### src/rtl/pc_sequencer_if.sv
// Fetch-side handshake and status bundle between the PC sequencer and its neighbours.
// master = sequencer side, slave = fetch unit / environment side.
interface pc_sequencer_if;
    logic        stall;
    logic        redirect_valid;
    logic [31:0] redirect_target;
    logic        stat_instruction_fetched;
    logic        ctr_mem_read_enable;
    logic [31:0] pc;
    logic        fetch_valid;
    logic [31:0] fetch_pc;
    logic [31:0] fetch_count;
    logic        stat_misaligned;
    logic        stat_fetch_timeout;

    modport master (
        input  stall, redirect_valid, redirect_target, stat_instruction_fetched,
        output ctr_mem_read_enable, pc, fetch_valid, fetch_pc, fetch_count,
               stat_misaligned, stat_fetch_timeout
    );

    modport slave (
        output stall, redirect_valid, redirect_target, stat_instruction_fetched,
        input  ctr_mem_read_enable, pc, fetch_valid, fetch_pc, fetch_count,
               stat_misaligned, stat_fetch_timeout
    );
endinterface

### src/rtl/pc_sequencer.sv
// Program counter sequencer: one outstanding fetch, PC+4 stepping, redirects with squash, misalign halt.
// Optional fetch timeout enabled by defining PC_FETCH_TIMEOUT_EN.
module pc_sequencer #(
    parameter logic [31:0] RESET_VECTOR = 32'h0000_0000
`ifdef PC_FETCH_TIMEOUT_EN
    ,
    parameter int unsigned FETCH_TIMEOUT = 16
`endif
) (
    input  logic           clk,
    input  logic           reset,
    pc_sequencer_if.master bus
);

    typedef enum logic [2:0] {
        S_IDLE   = 3'd0,
        S_ISSUE  = 3'd1,
        S_WAIT   = 3'd2,
        S_SQUASH = 3'd3,
        S_HALT   = 3'd4
    } state_t;

    state_t      state_q, state_d;
    logic [31:0] pc_q, pc_d;
    logic        fetch_valid_q, fetch_valid_d;
    logic [31:0] fetch_pc_q, fetch_pc_d;
    logic [31:0] fetch_count_q, fetch_count_d;
    logic        misaligned_q, misaligned_d;

    logic redir;
    logic fetched;
    logic tgt_misaligned;

    assign redir          = bus.redirect_valid;
    assign fetched        = bus.stat_instruction_fetched;
    assign tgt_misaligned = |bus.redirect_target[1:0];

`ifdef PC_FETCH_TIMEOUT_EN
    logic [31:0] tmo_cnt_q, tmo_cnt_d;
    logic        timeout_q, timeout_d;
    logic        tmo_expired;

    assign tmo_expired = (tmo_cnt_q == FETCH_TIMEOUT - 1);
`endif

    always_comb begin
        state_d       = state_q;
        pc_d          = pc_q;
        fetch_valid_d = 1'b0;
        fetch_pc_d    = fetch_pc_q;
        fetch_count_d = fetch_count_q;
        misaligned_d  = misaligned_q;
`ifdef PC_FETCH_TIMEOUT_EN
        tmo_cnt_d     = tmo_cnt_q;
        timeout_d     = timeout_q;
`endif
        unique case (state_q)
            S_IDLE: begin
                state_d = S_ISSUE;
            end

            S_ISSUE: begin
                if (redir) begin
                    pc_d = bus.redirect_target;
                    if (tgt_misaligned) begin
                        misaligned_d = 1'b1;
                        state_d      = S_HALT;
                    end
                end else if (!bus.stall) begin
                    state_d = S_WAIT;
`ifdef PC_FETCH_TIMEOUT_EN
                    tmo_cnt_d = 32'd0;
`endif
                end
            end

            S_WAIT: begin
                if (redir) begin
                    pc_d = bus.redirect_target;
`ifdef PC_FETCH_TIMEOUT_EN
                    tmo_cnt_d = 32'd0;
`endif
                    if (tgt_misaligned) begin
                        misaligned_d = 1'b1;
                        state_d      = S_HALT;
                    end else if (fetched) begin
                        // The fetch landed this cycle, so nothing is left to squash.
                        state_d = S_ISSUE;
                    end else begin
                        state_d = S_SQUASH;
                    end
                end else if (fetched) begin
                    fetch_valid_d = 1'b1;
                    fetch_pc_d    = pc_q;
                    fetch_count_d = fetch_count_q + 32'd1;
                    pc_d          = pc_q + 32'd4;
                    state_d       = S_ISSUE;
                end
`ifdef PC_FETCH_TIMEOUT_EN
                else if (tmo_expired) begin
                    timeout_d = 1'b1;
                    state_d   = S_ISSUE;
                end else begin
                    tmo_cnt_d = tmo_cnt_q + 32'd1;
                end
`endif
            end

            S_SQUASH: begin
                if (redir) begin
                    pc_d = bus.redirect_target;
`ifdef PC_FETCH_TIMEOUT_EN
                    tmo_cnt_d = 32'd0;
`endif
                    if (tgt_misaligned) begin
                        misaligned_d = 1'b1;
                        state_d      = S_HALT;
                    end else if (fetched) begin
                        // Squashed fetch retired together with the new redirect: nothing outstanding.
                        state_d = S_ISSUE;
                    end
                end else if (fetched) begin
                    state_d = S_ISSUE;
                end
`ifdef PC_FETCH_TIMEOUT_EN
                else if (tmo_expired) begin
                    timeout_d = 1'b1;
                    state_d   = S_ISSUE;
                end else begin
                    tmo_cnt_d = tmo_cnt_q + 32'd1;
                end
`endif
            end

            S_HALT: begin
                state_d = S_HALT;
            end

            default: begin
                state_d = S_IDLE;
            end
        endcase
    end

    always_ff @(posedge clk) begin
        if (reset) begin
            state_q       <= S_IDLE;
            pc_q          <= RESET_VECTOR;
            fetch_valid_q <= 1'b0;
            fetch_pc_q    <= 32'd0;
            fetch_count_q <= 32'd0;
            misaligned_q  <= 1'b0;
`ifdef PC_FETCH_TIMEOUT_EN
            tmo_cnt_q     <= 32'd0;
            timeout_q     <= 1'b0;
`endif
        end else begin
            state_q       <= state_d;
            pc_q          <= pc_d;
            fetch_valid_q <= fetch_valid_d;
            fetch_pc_q    <= fetch_pc_d;
            fetch_count_q <= fetch_count_d;
            misaligned_q  <= misaligned_d;
`ifdef PC_FETCH_TIMEOUT_EN
            tmo_cnt_q     <= tmo_cnt_d;
            timeout_q     <= timeout_d;
`endif
        end
    end

    // Request is combinational so a same-cycle stall or redirect can suppress a stale-PC fetch.
    assign bus.ctr_mem_read_enable = (state_q == S_ISSUE) && !bus.stall && !redir;
    assign bus.pc                  = pc_q;
    assign bus.fetch_valid         = fetch_valid_q;
    assign bus.fetch_pc            = fetch_pc_q;
    assign bus.fetch_count         = fetch_count_q;
    assign bus.stat_misaligned     = misaligned_q;
`ifdef PC_FETCH_TIMEOUT_EN
    assign bus.stat_fetch_timeout  = timeout_q;
`else
    assign bus.stat_fetch_timeout  = 1'b0;
`endif

endmodule

### src/flat_wrapper.sv
// flat-port wrapper written by rule: the top's interface ports become plain ports
module pc_sequencer_flat 
#(
    parameter logic [31:0] RESET_VECTOR = 32'h0000_0000

)
  (clk, reset, bus_stall, bus_redirect_valid, bus_redirect_target, bus_stat_instruction_fetched, bus_ctr_mem_read_enable, bus_pc, bus_fetch_valid, bus_fetch_pc, bus_fetch_count, bus_stat_misaligned, bus_stat_fetch_timeout);
  pc_sequencer_if bus_i ();
  input  logic clk;
  input  logic reset;
  input wire logic [$bits(bus_i.stall)-1:0] bus_stall;
  input wire logic [$bits(bus_i.redirect_valid)-1:0] bus_redirect_valid;
  input wire logic [$bits(bus_i.redirect_target)-1:0] bus_redirect_target;
  input wire logic [$bits(bus_i.stat_instruction_fetched)-1:0] bus_stat_instruction_fetched;
  output wire logic [$bits(bus_i.ctr_mem_read_enable)-1:0] bus_ctr_mem_read_enable;
  output wire logic [$bits(bus_i.pc)-1:0] bus_pc;
  output wire logic [$bits(bus_i.fetch_valid)-1:0] bus_fetch_valid;
  output wire logic [$bits(bus_i.fetch_pc)-1:0] bus_fetch_pc;
  output wire logic [$bits(bus_i.fetch_count)-1:0] bus_fetch_count;
  output wire logic [$bits(bus_i.stat_misaligned)-1:0] bus_stat_misaligned;
  output wire logic [$bits(bus_i.stat_fetch_timeout)-1:0] bus_stat_fetch_timeout;
  assign bus_i.stall = bus_stall;
  assign bus_i.redirect_valid = bus_redirect_valid;
  assign bus_i.redirect_target = bus_redirect_target;
  assign bus_i.stat_instruction_fetched = bus_stat_instruction_fetched;
  assign bus_ctr_mem_read_enable = bus_i.ctr_mem_read_enable;
  assign bus_pc = bus_i.pc;
  assign bus_fetch_valid = bus_i.fetch_valid;
  assign bus_fetch_pc = bus_i.fetch_pc;
  assign bus_fetch_count = bus_i.fetch_count;
  assign bus_stat_misaligned = bus_i.stat_misaligned;
  assign bus_stat_fetch_timeout = bus_i.stat_fetch_timeout;
  pc_sequencer #(.RESET_VECTOR(RESET_VECTOR)) u_core (.clk(clk), .reset(reset), .bus(bus_i));
endmodule
### config.mk
export PLATFORM = sky130hd
export DESIGN_NAME = pc_sequencer_flat
export DESIGN_NICKNAME = d
export VERILOG_FILES = /design/src/rtl/pc_sequencer_if.sv /design/src/rtl/pc_sequencer.sv /design/src/flat_wrapper.sv
export SDC_FILE = /design/constraint.sdc
export NUM_CORES = 1
export LEC_CHECK = 0
export CAP_MARGIN = 20
export CORE_MARGIN = 5
export CORE_UTILIZATION = 45
export CTS_BUF_LIST = sky130_fd_sc_hd__clkbuf_8
export CTS_CLUSTER_DIAMETER = 150
export DETAILED_ROUTE_END_ITERATION = 10
export MAX_ROUTING_LAYER = met4
export PLACE_DENSITY = 0.76
export SETUP_SLACK_MARGIN = 0.02
export SYNTH_ARGS = -nofsm -noshare
export SYNTH_HDL_FRONTEND = slang
export SYNTH_SLANG_ARGS = --single-unit
export TNS_END_PERCENT = 20
### constraint.sdc
create_clock -name clk -period 2.59 [get_ports clk]
set_clock_uncertainty 0.1 [all_clocks]
set_input_delay 0.259 -clock clk [delete_from_list [all_inputs] [get_ports clk]]
set_output_delay 0.259 -clock clk [all_outputs]
set_load 0.02 [all_outputs]
==> results of run 1 <==
-- registers in the layout (all words and copies together), names as in the netlist --
name,flops
u_core.bus.fetch_valid,1
u_core.bus.pc,32
u_core.state_q,3
u_core.bus.stat_misaligned,1
u_core.bus.fetch_pc,32
u_core.bus.fetch_count,32
-- where the power goes --
group	switching (mW)	internal [mW]
clock network	0.593	0.355
registers	0.110	1.62
logic	0.337	0.283
total	1.04	2.26
-- worst paths after layout --
path | startpoint | to | slack, ns | depth (start not counted)
max | u_core.state_q[0] | bus_ctr_mem_read_enable | 0.20 | 3
min reg2reg | u_core.bus.fetch_pc[4] | u_core.bus.fetch_pc[4] | 0.36 | 2
min | reset | u_core.bus.pc[5] | 0.29 | 3
max reg2reg | u_core.bus.pc[3] | u_core.bus.pc[30] | 0.28 | 6
-- cells by family after synthesis --
group,after synthesis,share of synthesized area
and+or+nand+nor,286,0.292
AOI/OAI and AO/OA,139,0.182
DFF,101,0.426
buffers and inverters,54,0.0467
xor gates and xnor gates,23,0.0424
adders and majority gates,2,0.00527
muxes,2,0.00448
other,1,0.000790
-- layout make-up --
type	count	area, um^2
Fill cell	917	3900
Multi-Input combinational cell	453	2500
Sequential cell	101	2020
Timing Repair Buffer	157	1510
Tap cell	136	170
Clock buffer	9	124
Clock inverter	7	50.0
Inverter	11	41.3
-- metal layers --
metal	global-route usage	part of all wire	vias up
met5	-	0	-
met2	0.393	0.48	273
met3	0.0626	0.093	41
met4	0.0633	0.019	0
met1	0.294	0.41	2385
li1	-	-	2418
-- cells in the final DEF (no fill, tap or decap), drive strengths merged, types with 2 or more instances in the layout --
master and instances:
or2 2, a32oi 2, a21oi 55, a311oi 8, o32ai 3, nand4 17
nand2 102, or4 2, o21ai 29, and3 10, dfxtp 101, clkinv 4
xor2 9, nor2b 3, o21a 3, clkdlybuf4s50 134, xnor2 14, a211oi 17
o221ai 3, nor4 16, nand2b 2, and4 7, or3 13, nor2 53
nor3 19, clkbuf 9, buf 23, a31oi 4, nor3b 2, and2 7
o22ai 6, clkinvlp 2, a21o 2, ha 2, nand3 27, inv 12
-- cell usage after synthesis, types with 10 or more instances --
cell type,number,area share
nand4_1,17,0.022
clkbuf_1,32,0.025
inv_1,10,0.0079
nor2_1,53,0.042
nand2_1,102,0.081
a211oi_1,15,0.024
dfxtp_1,101,0.43
nand3_1,27,0.028
nor4_1,15,0.020
xnor2_1,14,0.026
and3_1,10,0.013
nor3_1,18,0.019
o21ai_0,25,0.026
a21oi_1,55,0.058
or3_1,13,0.017
-- worst reg2reg max path: cells and delay by family (launching register included) --
family / cells / cell delay, ns
adders and majority gates: 1 / 0.24
DFF: 1 / 0.44
and+or+nand+nor: 3 / 1.05
AOI/OAI and AO/OA: 2 / 0.40
==> summary.md, run 1 <==
| Metric | Value |
|---|---|
| Share of post-route cells with drive strength above 1 | 0.0623 |
| Latest clock arrival within the worst-skew pair | 0.38 ns |
| Height of the die | 113 um |
| TritonCTS clock tree | done |
| Buf/Inv on CP | 1 |
| Distinct cells, synth | 54 |
| Mapped Avg Cell Area | 7.81 um^2 |
| Worst Slack Setup Final | 0.198 ns |
| Critical path capture point type | output pin |
| Setup TNS | 0 ns |
| Die Span X | 113 um |
| CTS sink count | 101 |
| Gp weighted congestion | 0.907 |
| Final non-filler cell total | 874 |
| Number of synthesized flops with an enable pin | 0 |
| Root cell of the clock tree | clkbuf_8 |
| GRT Util Overall | 0.240 |
| Residual DRC | 0 |
| RSZ-0062 raised after global routing | false |
| WHS | 0.289 ns |
| Final setup vio count | 0 |
| Post-Syn Nets | 647 |
| DP Wirelength | 11000 um |
| Pre-Repair DR Iteration Count | 5 |
| Worst path arrival time | 2.03 ns |
| Worst setup SP type | register |
| Critical Path RT | 2.23 ns |
| Syn Inst Count | 608 |
| CTS max path bufs | 2 |
| Drt via density | 5.85 |
| Post-Route WL | 15200 um |
| Max Clk Rate | 418 MHz |
| Postcts setup bufs | 0 |
| Nets | 772 |
| Ports | 137 |
| Largest net degree at the start of global routing | 50 |
| Place WS | 0.197 ns |
| Initial Util | 0.460 |
| Worst-Margin Slew | 0.657 ns |
| Seq/Total Area, Yosys | 0.426 |
| Slew headroom | 0.562 |
| YS warnings | 0 |
| Wire length per cell | 17.3 um |
| Vias in the first global route | 4972 |
| Crit-path slowest cell | clkdlybuf4s50_1 |
| Max Cap Viol | 0 |
| Row cnt | 37 |
| Final Core Density | 0.622 |
| Total chip power | 3.30 mW |
| Mapped cell area | 4750 um^2 |
| Post-route ant nets | 0 |
| Final period utilization | 0.924 |
| Critical path's top delay family | buffers and inverters |
| CP max FO | 10 |
| DRT iter0 DRCs | 422 |
| First-pass GRT wire length | 24600 um |
| Antenna diode count | 0 |
| CTS H-tree lvls | 3 |
| Crit path cell chain | nor2b_1 > and2_1 > clkdlybuf4s50_1 |
| Gr ovfl total | 0 |
| FFs w/ async S/R, synth | 0 |
| Power Dens Cells | 513 nW/um^2 |
| Resize count post-CTS | 0 |
| Reg clk slew, reported paths | 0.11 ns |
| Slowest stage delay, CP | 0.61 ns |
| Slew Viols, Final | 0 |
| LEAKAGE | 2.09 nW |
| IO buf count | 135 |
| Core area | 10300 um^2 |
| Setup CP Type | register to output pin |
| Hold WC Path Type | input pin to register |
| Area growth syn-to-layout | 35.4% |
| Die Area | 12700 um^2 |
| Status | complete, no violations |
| Synth Flop Type | dfxtp_1 |
| Min Clock Period, post-route | 2.39 ns |
| Cells after DPL | 858 |
| Hold Buf Count CTS | 0 |
| Final Hold Violating Endpoints | 0 |
| Initial antenna violation count | 0 |
| Vias | 5117 |
| Max IR drop VDD | 0.000273 V |
| Number of CTS-inserted buffers | 9 |
| Post-synthesis register bit count | 101 |
| Placed Instance Area | 6250 um^2 |
| Cell area after layout | 6420 um^2 |
Power figures use the tool's default switching activity.
==> inputs of run 2 (changes only) <==
Settings changed: CELL_PAD_IN_SITES_DETAIL_PLACEMENT set to 0, CELL_PAD_IN_SITES_GLOBAL_PLACEMENT set to 1, CORE_UTILIZATION 45 to 35, PLACE_DENSITY 0.76 to unset, PLACE_DENSITY_LB_ADDON set to 0.1.
==> summary.md, run 2 (synthesis gave the netlist of run 1 again) <==
| Metric | Value |
|---|---|
| Height of the die | 126 um |
| Placed Instance Area | 6360 um^2 |
| Area growth syn-to-layout | 38.2% |
| Critical Path RT | 2.23 ns |
| Initial antenna violation count | 0 |
| Cells after DPL | 905 |
| CTS max path bufs | 2 |
| Number of CTS-inserted buffers | 9 |
| Cell area after layout | 6560 um^2 |
| Core area | 13300 um^2 |
| Die Area | 16000 um^2 |
| Place WS | 0.108 ns |
| Slowest stage delay, CP | 0.60 ns |
| Post-route ant nets | 0 |
| Max Cap Viol | 0 |
| Power Dens Cells | 514 nW/um^2 |
| Worst path arrival time | 2.07 ns |
| Latest clock arrival within the worst-skew pair | 0.38 ns |
| DP Wirelength | 12000 um |
| DRT iter0 DRCs | 348 |
| First-pass GRT wire length | 25500 um |
| Nets | 779 |
| Final non-filler cell total | 921 |
| Reg clk slew, reported paths | 0.11 ns |
| Critical path's top delay family | buffers and inverters |
| Min Clock Period, post-route | 2.43 ns |
| CTS sink count | 101 |
| Hold Buf Count CTS | 0 |
| Hold WC Path Type | input pin to register |
| Final period utilization | 0.939 |
| Initial Util | 0.357 |
| WHS | 0.151 ns |
| Most frequent cells in the layout | 134 x clkdlybuf4s50_1, 101 x nand2_1, 101 x dfxtp_1 |
| GRT Util Overall | 0.204 |
| LEAKAGE | 2.14 nW |
| Row cnt | 42 |
| Final setup vio count | 0 |
| Slew Viols, Final | 0 |
| Most common cell after layout, fill and taps aside | clkdlybuf4s50_1 |
| Post-Route WL | 16400 um |
| Status | complete, no violations |
| Worst Slack Setup Final | 0.159 ns |
| Crit-path slowest cell | clkdlybuf4s50_1 |
| Gr ovfl total | 0 |
| Slew headroom | 0.572 |
| Max IR drop VDD | 0.000294 V |
| Worst-Margin Slew | 0.641 ns |
| Die Span X | 126 um |
| Final Hold Violating Endpoints | 0 |
| CP max FO | 10 |
| Setup TNS | 0 ns |
| Vias in the first global route | 4596 |
| Critical path capture point type | output pin |
| TritonCTS clock tree | done |
| Vias | 4964 |
| Buf/Inv on CP | 1 |
| Gp weighted congestion | 0.883 |
| Max Clk Rate | 411 MHz |
| Worst setup SP type | register |
| Crit path cell chain | nor2b_1 > and2_1 > clkdlybuf4s50_1 |
| Share of post-route cells with drive strength above 1 | 0.0725 |
| Largest net degree at the start of global routing | 44 |
| Pre-Repair DR Iteration Count | 5 |
| Wire length per cell | 17.9 um |
| Antenna diode count | 0 |
| IO buf count | 135 |
| Ports | 137 |
| Setup CP Type | register to output pin |
| CTS H-tree lvls | 3 |
| Drt via density | 5.39 |
| Residual DRC | 0 |
| Root cell of the clock tree | clkbuf_8 |
| RSZ-0062 raised after global routing | false |
## run 2: per-stage QoR
stage | utilization | total power, mW
after CTS | 0.493 | 3.38
final | 0.493 | 3.37
after global placement | 0.479 | 2.40
after global routing | 0.493 | 3.53
after floorplan | - | 2.07
after detailed placement | 0.479 | 2.41
## run 2: cell type report
| cell class | instances | area, um^2 |
|---|---|---|
| flip-flops and latches | 101 | 2020 |
| clock buffers | 11 | 151 |
| well taps | 176 | 220 |
| repair buffers | 164 | 1580 |
| clock inverters | 5 | 35.0 |
| multi-input cells | 453 | 2510 |
| inverters | 11 | 41.3 |
| fillers | 1319 | 6740 |
## run 2: path summary, 6_finish.rpt
check,startpoint,end,slack [ns],cells after the start
hold reg to reg,u_core.bus.fetch_pc[19],u_core.bus.fetch_pc[19],0.36,2
hold / removal,reset,u_core.bus.fetch_count[5],0.15,2
setup reg to reg,u_core.bus.pc[2],u_core.bus.pc[30],0.20,6
setup / recovery,u_core.state_q[0],bus_ctr_mem_read_enable,0.16,3
## run 2: what timing repair did
action / CTS / global route
setup buffers: 0 / 0
setup endpoints to repair: 0 / 3
resized for setup: 0 / 1
## run 2: layer usage
metal,GRT usage,vias up,part of all wire
met3,0.0475,26,0.071
met1,0.294,2326,0.49
met4,0.0713,0,0.022
li1,-,2443,-
met5,-,-,0
met2,0.277,169,0.41
## run 2: power breakdown
part           switching, mW  internal, mW
clock network          0.582         0.403
logic                  0.367         0.298
registers             0.0995          1.62
total                   1.05          2.32
==> inputs of run 3 (changes only) <==
Settings changed: CELL_PAD_IN_SITES_DETAIL_PLACEMENT 0 to unset, CELL_PAD_IN_SITES_GLOBAL_PLACEMENT 1 to unset, CORE_UTILIZATION 35 to 45, PLACE_DENSITY set to 0.76, PLACE_DENSITY_LB_ADDON 0.1 to unset, SLEW_MARGIN set to 20.
==> results of run 3 <==
Final layout, timing and power as in run 1 (identical DEF).
